### src/rtl/ha_array_mul_seq.sv
// Purpose: approximate 8x8 unsigned multiplier that accumulates four external half-adder array rows.
// Latency: 4 cycles from the accept edge to out_valid, independent of the operands.
// Backpressure: the product holds in DONE until out_ready; a new pair is accepted on the handoff edge.
//
// Ports:
//   clk, rst_n             clock and synchronous active-low reset
//   in_valid/in_ready      operand handshake, in_x/in_y unsigned 8-bit operands
//   arr_x/arr_y            registered operands driven to the external partial-product array
//   arr_t0..3/arr_b0..3    per-row sum (weight i) and carry (weight i+2) vectors from that array
//   out_valid/out_ready    product handshake, out_p 16-bit approximate product
//   busy                   high whenever the block is not idle
module ha_array_mul_seq #(
    parameter logic [15:0] BIAS = 16'd0
) (
    input  logic        clk,
    input  logic        rst_n,
    input  logic        in_valid,
    output logic        in_ready,
    input  logic [7:0]  in_x,
    input  logic [7:0]  in_y,
    output logic [7:0]  arr_x,
    output logic [7:0]  arr_y,
    input  logic [6:0]  arr_b0,
    input  logic [6:0]  arr_b1,
    input  logic [6:0]  arr_b2,
    input  logic [6:0]  arr_b3,
    input  logic [8:0]  arr_t0,
    input  logic [8:0]  arr_t1,
    input  logic [8:0]  arr_t2,
    input  logic [8:0]  arr_t3,
    output logic        out_valid,
    input  logic        out_ready,
    output logic [15:0] out_p,
    output logic        busy
);

    localparam logic [1:0] S_IDLE = 2'd0;
    localparam logic [1:0] S_ACC  = 2'd1;
    localparam logic [1:0] S_DONE = 2'd2;

    logic [1:0]  state;
    logic [1:0]  cnt;
    logic [15:0] acc;
    logic [8:0]  row_t;
    logic [6:0]  row_b;
    logic [15:0] row_val;
    logic [15:0] acc_sum;
    logic        accept;

    // in_ready is gated by rst_n so nothing looks acceptable while reset is held.
    assign in_ready  = rst_n & ((state == S_IDLE) | ((state == S_DONE) & out_ready));
    assign accept    = in_valid & in_ready;
    assign out_valid = (state == S_DONE);
    assign busy      = (state != S_IDLE);

    // Select the row addressed by cnt; rows are consumed strictly in order 0..3.
    always_comb begin
        row_t = arr_t0;
        row_b = arr_b0;
        case (cnt)
            2'd1: begin row_t = arr_t1; row_b = arr_b1; end
            2'd2: begin row_t = arr_t2; row_b = arr_b2; end
            2'd3: begin row_t = arr_t3; row_b = arr_b3; end
            default: ;
        endcase
    end

    // Carry bit i sits two places above sum bit i within the row; row k carries weight 4^k.
    assign row_val = {7'd0, row_t} + {7'd0, row_b, 2'b00};
    assign acc_sum = acc + (row_val << {cnt, 1'b0});

    always_ff @(posedge clk) begin
        if (!rst_n) begin
            state <= S_IDLE;
            cnt   <= 2'd0;
            acc   <= 16'd0;
            arr_x <= 8'd0;
            arr_y <= 8'd0;
            out_p <= 16'd0;
        end else begin
            case (state)
                S_ACC: begin
                    acc <= acc_sum;
                    cnt <= cnt + 2'd1;
                    if (cnt == 2'd3) begin
                        state <= S_DONE;
                        out_p <= acc_sum;
                    end
                end
                S_IDLE, S_DONE: begin
                    // In DONE an accept doubles as the product handoff.
                    if (accept) begin
                        arr_x <= in_x;
                        arr_y <= in_y;
                        acc   <= BIAS;
                        cnt   <= 2'd0;
                        state <= S_ACC;
                    end else if ((state == S_DONE) && out_ready) begin
                        state <= S_IDLE;
                    end
                end
                default: state <= S_IDLE;
            endcase
        end
    end

endmodule

### config.mk
export PLATFORM = sky130hd
export DESIGN_NAME = ha_array_mul_seq
export DESIGN_NICKNAME = d
export VERILOG_FILES = /design/src/rtl/ha_array_mul_seq.sv
export SDC_FILE = /design/constraint.sdc
export NUM_CORES = 1
export LEC_CHECK = 0
export BUFFER_PORTS_ARGS = -buffer_cell sky130_fd_sc_hd__buf_2
export CORE_MARGIN = 8
export CORE_UTILIZATION = 40
export DETAILED_ROUTE_END_ITERATION = 7
export GPL_TIMING_DRIVEN = 0
export PLACE_DENSITY = 0.73
export SYNTH_ARGS = -nofsm -noshare
export SYNTH_HDL_FRONTEND = slang
export SYNTH_SLANG_ARGS = --single-unit
### constraint.sdc
create_clock -name clk -period 5.2 [get_ports clk]
set_clock_uncertainty 0.2 [all_clocks]
set_input_delay 0.78 -clock clk [delete_from_list [all_inputs] [get_ports clk]]
set_output_delay 0.78 -clock clk [all_outputs]
set_load 0.005 [all_outputs]
# [Word-level counts from Yosys, hierarchy flattened]
# Index checks and enable logic that the tools add are counted.
[totals] output_inout_bits=35 inputBits=84 register_bits=52
[classes] n_eq_ne=8 n_bitwise=4 shift=1 reduce_logical=9 muxes=10 n_addsub=3
[op_table] cell="$pmux W16 S2" count=1
[op_table] cell="$pmux W9 S3" count=1
[op_table] cell="$pmux W7 S3" count=1
[op_table] cell="$add A16 B16 Y16" count=1
[op_table] cell="$mux W16" count=1
[op_table] cell="$shl A10 B3 Y16" count=1
[op_table] cell="$add A9 B9 Y10" count=1
[op_table] cell="$mux W2" count=4
[op_table] cell="$pmux W2 S2" count=2
[op_table] cell="$reduce_and A2 Y1" count=4
[op_table] cell="$eq A2 B2 Y1 const B" count=3
[op_table] cell="$eq A2 B1 Y1 const B" count=2
[op_table] cell="$ne A2 B2 Y1 const B" count=2
[op_table] cell="$reduce_bool A2 Y1" count=2
[op_table] cell="$and A1 B1 Y1" count=3
[op_table] cell="$ne A3 B3 Y1 const B" count=1
[op_table] cell="$add A2 B1 Y2 const B" count=1
[op_table] cell="$logic_not A2 Y1" count=1
[op_table] cell="$reduce_or A2 Y1" count=1
[op_table] cell="$logic_and A1 B1 Y1" count=1
[op_table] cell="$or A1 B1 Y1" count=1

# [Depth between registers and ports, before layout]
# Gate-level depths: netlist (run 1).
[logic_depth] ltp_word=7 ltp_mapped=23 depth_no_buf=19

# [Least setup slack after synthesis (run 1)]
# OpenSTA, ideal clock, no wires.
[synth_path] path_kind="reg-to-reg" startpoint="reg cnt[0]" endpoint="reg out_p[14]" slack_ps=-162 n_path_buf=4 stages_incl_launch_ff=22 t_arrival_ps=5100 setup_time_ps=62 period_less_slack_ps=5362 cell_sequence="dfxtp_1 clkbuf_1 inv_1 clkbuf_1 ha_1 clkbuf_1 buf_1 mux2i_1 ha_1 a211oi_1 nor2_1 o22ai_1 xnor2_1 o211a_1 a21oi_1 ha_1 a21o_1 a21o_1 a21o_1 a311o_1 or3_1 nand3_1"
[synth_via] elab_chain_len=5
[synth_lines] item="start: declaration" line_no="42" source="logic [1:0] cnt;"
[synth_lines] item="start signal: assignment" line_no="84" source="cnt <= cnt + 2'd1;"
[synth_lines] item="$eq A2 B2 Y1, or another cell as far along" line_no="60, 85"
[synth_lines] item="$pmux W9 S3 / $pmux W7 S3 (equally long branches)" line_no="60" source="case (cnt)"
[synth_lines] item="$add A9 B9 Y10" line_no="69" source="assign row_val = {7'd0, row_t} + {7'd0, row_b, 2'b00};"
[synth_lines] item="$shl A10 B3 Y16" line_no="70" source="assign acc_sum = acc + (row_val << {cnt, 1'b0});"
[synth_lines] item="$add A16 B16 Y16" line_no="70"
[synth_lines] item="end signal: assignment" line_no="87" source="out_p <= acc_sum;"
[synth_lines] item="end: declaration" line_no="33" source="output logic [15:0] out_p,"
# Parallel ways exist; a longest one is shown, timed or not.
# A chain may end at the register's enable or synchronous reset.

# [Worst setup path in the final report (run 1)]
[layout_path] startpoint="reg cnt[1]" endpoint="reg out_p[14]"
# Same word-level chain as after synthesis.

==> flow_metrics.env, run 1 <==
export IMPL_required_ns=5.26
export IMPL_synth_main_ff_cell="dfxtp_1"
export IMPL_slew_violations=0
export IMPL_synth_seq_cells=52
export IMPL_synth_top_cell_area_share_pct=28.3
export IMPL_antenna_left=0
export IMPL_final_min_clock_period_ns=4.99
export IMPL_synth_nets=594
export IMPL_synth_area_mm2=0.00368
export IMPL_cap_viol_max_count=0
export IMPL_placed_area_mm2=0.00442
export IMPL_portBuffers=118
export IMPL_start_util_pct=40.5
export IMPL_dieArea_mm2=0.0125
export IMPL_antenna_found_initial=0
export IMPL_cts_root_buffer="clkbuf_8"
export IMPL_synthMuxAreaShare_pct=5.70
export IMPL_grt_pass1_wl_um=19000
export IMPL_stdcell_area_mm2=0.00468
export IMPL_wl_per_cell_um=16.3
export IMPL_yosys_top_cells_area="dfxtp_1, ha_1, nand2_1, a21oi_1, mux2i_1"
export IMPL_synth_compound_area_share_pct=26.9
export IMPL_drt_wl_total_um=11700
export IMPL_gr_usage_met2_pct=30.9
export IMPL_power_density_mw_per_mm2=244
export IMPL_fmax_mhz=200
export IMPL_place_gp_congestion=0.889
export IMPL_status="complete, no violations"
export IMPL_p_leak_uw=0.00220
export IMPL_irDropWorstVdd_mv=0.199
export IMPL_slew_limit_headroom_pct=51.8
export IMPL_synth_edff_count=0
export IMPL_gr_max_usage_layer="met2"
export IMPL_ioPinCount=119
export IMPL_hp_class="reg -> reg"
export IMPL_arrival_ns=5.05
export IMPL_critPathKind="reg -> reg"
export IMPL_cts_clk_slew_worst_paths_ns=0.10
export IMPL_nets=717
export IMPL_period_share_pct=96.0
export IMPL_grt_start_max_net_pins=17
export IMPL_grtUsageMet1_pct=20.9
export IMPL_route_vias_total=4045
export IMPL_drive_gt1_share_pct=27.4
export IMPL_worst_pin_slew_ns=0.723
export IMPL_place_hpwl_um=9080
export IMPL_synth_cell_types=52
export IMPL_clk_latency_ns=0.31
export IMPL_worstHoldPathCells=2
export IMPL_cts_max_level=2
export IMPL_finalPower_uw=1140
export IMPL_drc=0
export IMPL_synth_top_family_by_area="compound AO/OA/AOI/OAI gates"
export IMPL_die_y_um=112
export IMPL_grt_pass1_vias=3975
export IMPL_hold_buffers=0
export IMPL_numCtsBuffers=5
export IMPL_dp_cells=711
export IMPL_ys_warn_count=0
export IMPL_synth_cells=482
export IMPL_cts_tree="built"
export IMPL_clock_sinks=52
export IMPL_fillers=894
export IMPL_grt_ovfl_total=0
export IMPL_asyncSetResetFlopFracSynth_pct=0
export IMPL_seq_area_frac_synth_pct=28.3
export IMPL_final_cell_count_no_fill=717
export IMPL_antennaDiodeCount=0
export IMPL_dr_pass1_iters=7
export IMPL_syn_area_per_cell_um2=7.64
export IMPL_area_delta_synth_final_pct=27.1
export IMPL_drt_initial_drc_count=332
export IMPL_crit_path_end_kind="flip-flop"
export IMPL_seq_area_mm2=0.00104
export IMPL_met3_usage_pct=6.17
export IMPL_via_per_inst=5.64
export IMPL_synthXorXnorAreaFrac_pct=3.33
export IMPL_rows=35
export IMPL_worst_r2r_cell_count=19
export IMPL_final_hold_violation_count=0
export IMPL_start_kind="flip-flop"
export IMPL_synth_simple_area_share_pct=20.2
export IMPL_path_max_fanout=11
export IMPL_synth_fa_ha_area_share_pct=9.92
export IMPL_multi_input_area_mm2=0.00257
export IMPL_clockBufferDepth=2
export IMPL_coreArea_mm2=0.00911
export IMPL_synth_top_cell_by_area="dfxtp_1"
export IMPL_setup_violations=0
export IMPL_die_width_um=112
export IMPL_grt_total_usage_pct=17.8
-- Yosys cell counts, drive strengths merged (3+ instances only) --
master and count:
a211oi 8, a21o 13, a21oi 50, a222oi 16, a311o 3, a31oi 5, a32oi 3, and2 3
and3 4, buf 8, clkbuf 21, dfxtp 52, ha 26, inv 26, mux2i 21, nand2 82
nand2b 4, nand3 22, nor2 19, nor2b 4, nor3 12, o211ai 5, o21a 4, o21ai 19
o22ai 3, or2 3, or3 4, xnor2 9, xor2 5
-- cell type report --
class                      instances  area share [%]
clock inverter                     2           0.294
timing repair buffer             123            13.4
clock buffer                       6            1.55
sequential                        52            22.2
multi-input combinational        375            55.0
tap                              111            2.96
inverter                          26            2.16
buffer                            22            2.40
-- through the flow --
stage / setup WS (ns) / setup TNS [ns] / hold slack (ns) / utilization, %
final: 0.210 / 0 / 0.258 / 51.4
after detailed placement: -0.855 / -8.99 / 0.246 / 48.5
after floorplan: 0.0342 / 0 / 0.232 / -
after CTS: 0.00157 / 0 / 0.261 / 50.1
after global routing: -0.0178 / -0.0178 / 0.276 / 51.4
after global placement: -0.745 / -7.15 / 0.239 / 48.5
-- final timing paths --
kind         slack (ns)      from        end
max                0.21    cnt[1]  out_p[14]
min reg2reg        0.26  arr_y[6]   arr_y[6]
min                0.26  arr_y[6]   arr_y[6]
max reg2reg        0.21    cnt[1]  out_p[14]
-- routing by layer --
metal | vias to the layer above | wire, um
li1 | 2010 | -
met3 | 9 | 1090
met1 | 1859 | 5130
met2 | 167 | 5370
met5 | - | 0
met4 | 0 | 107
-- worst max-delay path, stage by stage, from the launching register on --
cell	delay, ns
dfxtp_2	0.37
clkbuf_4	0.19
inv_2	0.13
ha_4	0.21
clkbuf_8	0.16
a222oi_1	0.41
mux2i_4	0.15
fa_2	0.43
a21o_1	0.18
a21o_1	0.23
xor2_2	0.19
mux2i_2	0.24
mux2i_1	0.15
ha_2	0.21
a21o_1	0.20
a21o_1	0.19
a21o_1	0.26
a311o_1	0.34
or3_1	0.39
nand3_1	0.09
-- sequential cells by signal, summed over array words and instances, names as in the netlist --
name and cells:
acc 16, out_p 16, arr_x 8, arr_y 8, cnt 2, state 2
-- repair_timing --
| action | in CTS | in global routing |
|---|---|---|
| pin swaps | 5 | 5 |
| resized for setup | 14 | 28 |
| buffers inserted | 4 | 1 |
| endpoints found under the setup margin | 18 | 14 |
-- where the power goes --
part | switching, uW | internal (uW)
sequential | 9.44 | 413
clock | 143 | 96.4
combinational | 275 | 205
total | 427 | 714
-- placed cells by master (no fill, tap or decap), drive strengths merged, types with 19 or more instances in the layout --
| cell | instances |
|---|---|
| dfxtp | 52 |
| ha | 26 |
| o21ai | 19 |
| mux2i | 21 |
| nand2 | 82 |
| inv | 26 |
| a21oi | 50 |
| buf | 133 |
| nor2 | 19 |
| nand3 | 22 |
-- kinds of logic (layout without fill, tap and decap cells) --
group,Yosys count,count (layout)
simple gates,165,165
compound gates,147,147
buf+inv,55,179
flops,52,52
fa+ha+maj,28,28
mux,21,21
xor+xnor,14,14
Power figures use the tool's default switching activity.
==> run 2, diff against run 1 <==
- CELL_PAD_IN_SITES_DETAIL_PLACEMENT: default -> 1
- CELL_PAD_IN_SITES_GLOBAL_PLACEMENT: default -> 1
- CORE_UTILIZATION: 40 -> 33
- PLACE_DENSITY: 0.73 -> 0.82
==> flow_metrics.env, run 2 (same netlist as run 1, synthesis figures left out) <==
export IMPL_status="complete, no violations"
export IMPL_cts_tree="built"
export IMPL_hp_class="reg -> reg"
export IMPL_comb_power_share_pct=39.4
export IMPL_slew_limit_headroom_pct=49.9
export IMPL_drc=0
export IMPL_via_per_inst=5.53
export IMPL_area_delta_synth_final_pct=29.4
export IMPL_setup_violations=0
export IMPL_placed_area_mm2=0.00445
export IMPL_hold_buffers=0
export IMPL_worst_pin_slew_ns=0.752
export IMPL_r2r_slack_ns=0.26
export IMPL_r2r_start="cnt[1]"
export IMPL_crit_path_end_kind="flip-flop"
export IMPL_grt_ovfl_total=0
export IMPL_clockBufferDepth=2
export IMPL_grt_pass1_wl_um=21500
export IMPL_switchingPower_uw=441
export IMPL_drt_initial_drc_count=230
export IMPL_drt_wl_total_um=13300
export IMPL_numCtsBuffers=5
export IMPL_p_clk_share_pct=25.3
export IMPL_fillers=1397
export IMPL_wl_per_cell_um=17.8
export IMPL_slew_violations=0
export IMPL_cts_root_buffer="clkbuf_8"
export IMPL_grt_total_usage_pct=17.6
export IMPL_worstHoldPathCells=2
export IMPL_top_regs="acc (16), out_p (16)"
export IMPL_final_hold_violation_count=0
export IMPL_ioPinCount=119
export IMPL_die_y_um=122
export IMPL_grt_pass1_vias=4406
export IMPL_worstHoldStart="arr_y[6]"
export IMPL_power_density_mw_per_mm2=252
export IMPL_final_min_clock_period_ns=4.94
export IMPL_p_leak_uw=0.00222
export IMPL_grt_setup_unrepaired="false"
export IMPL_pwr_share_seq_pct=35.3
export IMPL_critPathKind="reg -> reg"
export IMPL_path_max_fanout=11
export IMPL_route_vias_total=4133
export IMPL_antenna_left=0
export IMPL_start_util_pct=33.8
export IMPL_rows=38
export IMPL_die_width_um=122
export IMPL_cts_clk_slew_worst_paths_ns=0.11
export IMPL_nets=719
export IMPL_arrival_ns=5.01
export IMPL_reg2reg_to="out_p[14]"
export IMPL_min_to="arr_y[6]"
export IMPL_layout_commonest_cell="buf_2"
export IMPL_worst_r2r_cell_count=19
export IMPL_timing_hold_ws_ns=0.262
export IMPL_cts_max_level=2
export IMPL_clk_latency_ns=0.33
export IMPL_coreArea_mm2=0.0109
export IMPL_dieArea_mm2=0.0148
export IMPL_irDropWorstVdd_mv=0.192
export IMPL_drive_gt1_share_pct=28.1
export IMPL_p_int_uw=759
export IMPL_cap_viol_max_count=0
export IMPL_place_gp_congestion=0.888
export IMPL_clock_sinks=52
export IMPL_antennaDiodeCount=0
export IMPL_period_share_pct=95.1
export IMPL_portBuffers=118
export IMPL_fmax_mhz=202
export IMPL_start_kind="flip-flop"
export IMPL_dr_pass1_iters=5
export IMPL_antenna_found_initial=0
export IMPL_place_hpwl_um=10500
export IMPL_grt_start_max_net_pins=18
export IMPL_mostFrequentLayoutCells="buf_2, nand2_1, dfxtp_1"
export IMPL_stdcell_area_mm2=0.00477
export IMPL_swShare_pct=36.8
export IMPL_required_ns=5.27
run 2: changes by cell type in the layout (fill, tap and decap cells not counted), sizes merged:
cell,before,now
bufinv,0,1
clkbuf,18,19
run 2: area by class of cell:
cell class / instances / area, um^2 / share of cell area (%)
multi-input combinational: 375 / 2570 / 54.0
sequential: 52 / 1050 / 21.9
timing repair buffer: 124 / 636 / 13.3
tap: 140 / 175 / 3.67
buffer: 23 / 119 / 2.49
inverter: 26 / 104 / 2.18
clock buffer: 5 / 68.8 / 1.44
clock inverter: 3 / 46.3 / 0.971
run 2: power groups by stage:
| stage | registers (uW) | clock network (uW) | logic [uW] |
|---|---|---|---|
| 6_report | 423 | 304 | 473 |
| 5_1_grt | 425 | 323 | 524 |
| 4_1_cts | 423 | 306 | 436 |
| 3_5_place_dp | 432 | 0 | 421 |
| 3_3_place_gp | 431 | 0 | 405 |
| 2_1_floorplan | 430 | 0 | 293 |
run 2: worst max path at each step:
stage,to,slack (ns),cells past startpoint,startpoint
after CTS,out_p[14],0.008,19,cnt[1]
after floorplan,out_p[14],0.03,21,cnt[0]
after global routing,out_p[14],0.008,19,cnt[1]
final,out_p[14],0.26,19,cnt[1]
after detailed placement,acc[15],-0.99,22,cnt[0]
after global placement,out_p[15],-0.76,22,cnt[0]
run 2: routing by layer:
| metal | global-route usage (%) | routed length [um] | up-vias |
|---|---|---|---|
| met2 | 30.2 | 6270 | 124 |
| li1 | - | - | 2008 |
| met4 | 3.93 | 117 | 0 |
| met1 | 21.3 | 5840 | 1991 |
| met5 | 0 | 0 | - |
| met3 | 4.95 | 1080 | 10 |
run 2: what timing repair did:
action                     CTS  global route
pin swaps                    3             9
setup buffers                3             3
resized for setup           22            25
setup endpoints to repair   20            14
run 2: worst max-delay path: stages (launching register included):
cell	delay, ns
dfxtp_2	0.38
buf_4	0.17
inv_4	0.09
ha_4	0.19
clkbuf_8	0.16
a222oi_1	0.35
mux2i_1	0.20
fa_2	0.43
a21o_1	0.20
a21o_1	0.22
xor2_2	0.18
mux2i_1	0.23
mux2i_1	0.14
ha_2	0.21
a21o_1	0.20
a21o_1	0.20
a21o_4	0.24
a311o_1	0.40
or3_1	0.39
nand3_1	0.08
run 2: through the flow:
step	cells	util [%]	TNS (ns)	worst slack [ns]	power [uW]
2_1_floorplan	482	-	0	0.0342	723
3_3_place_gp	740	40.9	-7.46	-0.763	835
3_5_place_dp	740	40.9	-10.75	-0.986	853
4_1_cts	746	42.6	0	0.00839	1160
5_1_grt	748	43.8	0	0.00801	1270
6_report	748	43.8	0	0.255	1200
